$ cat config.mk
export PLATFORM = sky130hd
export DESIGN_NAME = inc_timer
export DESIGN_NICKNAME = d
export VERILOG_FILES = /design/src/rtl/inc_timer.sv
export SDC_FILE = /design/constraint.sdc
export NUM_CORES = 1
export LEC_CHECK = 0
export ABC_AREA = 1
export CORE_AREA = 2 2 39 41
export CTS_CLUSTER_SIZE = 16
export DETAILED_ROUTE_END_ITERATION = 12
export DIE_AREA = 0 0 41 43
export DONT_BUFFER_PORTS = 1
export GPL_TIMING_DRIVEN = 0
export SYNTH_ARGS = -nofsm -noshare
export SYNTH_HDL_FRONTEND = slang
export SYNTH_SLANG_ARGS = --single-unit
$ cat constraint.sdc
create_clock -name clk -period 2 [get_ports clk]
set_clock_uncertainty 0.05 [all_clocks]
set_input_delay 0.3 -clock clk [delete_from_list [all_inputs] [get_ports clk]]
set_output_delay 0.3 -clock clk [all_outputs]
set_load 0.01 [all_outputs]
$ cat src/rtl/inc_timer.sv
// rtl/inc_timer.sv - start/done up-count timer on a ripple-carry incrementer
//
// Purpose:
//   A start pulse latches target and counts from 0 up to it. In one-shot mode
//   a single-cycle done pulse follows the terminal count. With
//   INC_TIMER_AUTORELOAD_EN defined the timer instead reloads to 0 on the
//   terminal count, pulsing done every target+1 cycles until stop or rst.
//
// Ports:
//   clk    - system clock, rising edge
//   rst    - synchronous active-high reset
//   start  - launch request (ignored while running)
//   stop   - abort request (effective only while running)
//   target - terminal count, sampled on an accepted start
//   count  - current count (registered)
//   busy   - high while running
//   done   - terminal-count pulse (registered)
//
// Configuration macro: INC_TIMER_AUTORELOAD_EN (periodic mode when defined)

module inc_timer #(
  parameter int N = 4
) (
  input  logic         clk,
  input  logic         rst,
  input  logic         start,
  input  logic         stop,
  input  logic [N-1:0] target,
  output logic [N-1:0] count,
  output logic         busy,
  output logic         done
);

  typedef enum logic [1:0] {
    ST_IDLE = 2'd0,
    ST_RUN  = 2'd1,
    ST_DONE = 2'd2
  } state_t;

  state_t       state_q, state_d;
  logic [N-1:0] count_q, count_d;
  logic [N-1:0] tgt_q, tgt_d;
  logic         busy_q, busy_d;
  logic         done_q, done_d;

  logic [N-1:0] carry;
  logic [N-1:0] sum;

  // +1 ripple chain. The carry out of the top bit is never formed: one-shot
  // mode never counts past tgt_q, and periodic mode wants it discarded.
  always_comb begin
    carry    = '0;
    sum      = '0;
    carry[0] = 1'b1;
    for (int i = 0; i < N; i++) begin
      sum[i] = count_q[i] ^ carry[i];
      if (i < N - 1) begin
        carry[i+1] = count_q[i] & carry[i];
      end
    end
  end

  always_comb begin
    state_d = state_q;
    count_d = count_q;
    tgt_d   = tgt_q;
    done_d  = 1'b0;
    case (state_q)
      ST_IDLE, ST_DONE: begin
        // DONE accepts start directly so back-to-back runs have no idle gap
        if (start) begin
          tgt_d   = target;
          count_d = '0;
          state_d = ST_RUN;
        end else begin
          state_d = ST_IDLE;
        end
      end
      ST_RUN: begin
        // stop wins over terminal detect; count holds on abort
        if (stop) begin
          state_d = ST_IDLE;
        end else if (count_q == tgt_q) begin
`ifdef INC_TIMER_AUTORELOAD_EN
          count_d = '0;
          done_d  = 1'b1;
`else
          state_d = ST_DONE;
`endif
        end else begin
          count_d = sum;
        end
      end
      default: begin
        state_d = ST_IDLE;
      end
    endcase
`ifndef INC_TIMER_AUTORELOAD_EN
    done_d = (state_d == ST_DONE);
`endif
    busy_d = (state_d == ST_RUN);
  end

  always_ff @(posedge clk) begin
    if (rst) begin
      state_q <= ST_IDLE;
      count_q <= '0;
      tgt_q   <= '0;
      busy_q  <= 1'b0;
      done_q  <= 1'b0;
    end else begin
      state_q <= state_d;
      count_q <= count_d;
      tgt_q   <= tgt_d;
      busy_q  <= busy_d;
      done_q  <= done_d;
    end
  end

  assign count = count_q;
  assign busy  = busy_q;
  assign done  = done_q;

endmodule

==> results.ini <==
[power]
leakagePower_uw = 0.0002681
p_int_uw = 349.7
seqPwrFrac_pct = 54.7
power_density_nw_per_um2 = 799.3
clkPwrFrac_pct = 30.4
switching_share_pct = 27.75
p_sw_uw = 134.3
p_comb_share_pct = 14.9
ir_drop_v = 0.0003874
power_uw = 484.1

[die]
die_y_um = 43
ios = 14
floorplan.initialDensity_pct = 40.69
die_area_um2 = 1763
coreArea_um2 = 1384
die_width_um = 41
rows = 14

[timing]
finalHoldViolCount = 0
drv_slew = 0
relSlewSlack_pct = 81.19
fin_hold_ws_ps = 36.29
worst_slack_ps = 570.6
setup_viol = 0
fmax_ghz = 0.6996
timing.final.crit_share_pct = 71.47
rsz0062_at_grt = false
fin_crit_ps = 1429
tightest_slew_ps = 281.8
finalSetupTns_ps = 0

[routing]
vias = 460
ant_nets = 0
wl_um = 1002
viasPerCell = 5.000
drt_pre_antenna_iters = 4
drtIter0Drc = 4
drc = 0
routedWlPerCell_um = 10.89

[final_layout]
final_cell_mix = nand2_1, dfxtp_1, inv_1, a21oi_1
nets = 88
utilization_pct = 43.76
area_growth_pct = 7.556
drive_gt1_share_pct = 18.42
layout_commonest_cell = nand2_1
fill_cells = 147
diodes = 0

[critical_path]
critPathSlowestCell = dfxtp_1
cp_data_arrival_time_ps = 1550
r2r_cells = 7
ff2ff_setup_slack_ps = 570
cp-start-kind = flop
r2r_start = count[0]
cp-end-kind = flop
cp_max_fo = 5
critPathMostFrequentCell = ha_1
max_stage_delay_ps = 380
path_class = reg -> reg
worstPathRequired_ps = 2120
crit_chain = ha_1 > ha_1 > or2_2 > nand3b_1 > nand2_2 > nand2_1 > nor2_1
r2r_end = count[3]

[global_route]
grt_antenna_before_repair = 0
grt-busiest-layer = met2
grt_pass1_wl_um = 1662
grt_pass1_vias = 414
grtUsageTotal_pct = 14.75
grt_util_met1_pct = 16.72
overflow = 0
grtUsageMet2_pct = 20.63
grt_max_degree = 11
met3_usage_pct = 4.188

[cts]
cts.sinks = 12
post_cts_buffers = 0
root_buffer = clkbuf_4
clock_latency_ps = 270
clkTransAtPathRegs_ps = 70
clock_path_buffers = 2
cts_hold_buf = 0
cts_tree = done
cts_buffers = 3
ctsResizeCount = 0
h-tree-depth = 1

[logic_synthesis]
syn_area_um2 = 563.0
synth_top_family_by_area = simple AND/OR/NAND/NOR gates
avgSynthCellArea_um2 = 7.713
synthAdderAreaFrac_pct = 4.444
synth_compound_area_share_pct = 11.56
yosys_warnings = 0
yosys.area_share.simple_pct = 33.78
ys_seq_elements = 12
syn_inst = 73
muxShareOfSynthArea_pct = 0
ys_seq_area_share_pct = 42.67
yosysUniqueCellTypes = 18
syn-num-nets = 83
synth_xor_area_share_pct = 0

[worst_hold_path]
holdCritStartpoint = rst
min_to = count[1]
worstHoldPathType = in -> reg
hold-path-cell-count = 1

[place]
routabilityCongestion = 0.7298
pre_cts_slack_ps = 578.3
hpwlAfterDp_um = 761.3
port_buffers = 0

[run_status]
status = completed

[job]
maxCapViolations = 0

==> worst max-delay path by stage <==
stage | start | endpoint | slack [ps] | depth (start not counted)
final | count[0] | count[3] | 570 | 7
after detailed placement | count[0] | count[3] | 580 | 7
after CTS | count[0] | count[3] | 570 | 7
after global placement | count[0] | count[3] | 580 | 7
after floorplan | count[0] | count[3] | 630 | 7
after global routing | count[0] | count[3] | 480 | 7
==> cell type report <==
type	count	area, um2	area share [%]
multi-input combinational	50	280.3	46.28
sequential	12	240.2	39.67
inverter	10	37.54	6.198
clock buffer	3	22.52	3.719
tap	16	20.02	3.306
buffer	1	5.005	0.8264
==> Yosys cell counts <==
cell type | number | share of area [%]
nand2_4 | 2 | 4.0
or2_2 | 1 | 1.1
buf_2 | 1 | 0.89
dfxtp_1 | 12 | 43
nor2_1 | 2 | 1.3
or2_4 | 1 | 1.6
o21ai_0 | 4 | 3.6
nand3_1 | 4 | 3.6
nor4_1 | 2 | 2.2
nand2_2 | 2 | 2.2
nand2_1 | 17 | 11
ha_1 | 2 | 4.4
nor2_4 | 2 | 4.0
nor2_2 | 1 | 1.1
a21oi_1 | 9 | 8.0
inv_1 | 9 | 6.0
nand3b_1 | 1 | 1.3
inv_2 | 1 | 0.67
==> critical path, delay by kind of cell (launching register included) <==
| family | cells | cell delay [ps] |
|---|---|---|
| simple gates | 5 | 490 |
| fa+ha+maj | 2 | 410 |
| flops | 1 | 380 |
==> registers in the layout, indices dropped and copies added (netlist names) <==
register  flops
count         4
tgt_q         4
state_q       2
busy          1
done          1
==> per-stage QoR <==
stage | cells | area [um2]
5_1_grt | 92 | 605.6
4_1_cts | 92 | 605.6
3_3_place_gp | 89 | 583.1
2_1_floorplan | 73 | 563.0
3_5_place_dp | 89 | 583.1
6_report | 92 | 605.6
==> power groups by stage <==
stage	sequential [uW]	clock, uW	combinational (uW)
after floorplan	268	0	62.8
after global placement	270	0	72.1
after detailed placement	270	0	73.0
after CTS	265	155	73.5
after global routing	267	166	81.9
final	265	147	72.0
==> cells by family after synthesis <==
kind of cell             count (synthesis)
AND/OR/NAND/NOR                         35
AO/OA/AOI/OAI                           13
adder cells (fa/ha/maj)                  2
buffers and inverters                   11
flip-flops                              12
==> layer usage <==
layer,wire length (um),share of wire [%],vias up
met5,0,0,-
met4,40,4.0,0
met3,47,4.7,4
met2,468,47,9
met1,445,44,205
li1,-,-,242
Note: power is estimated with default switching activity, not from simulation.
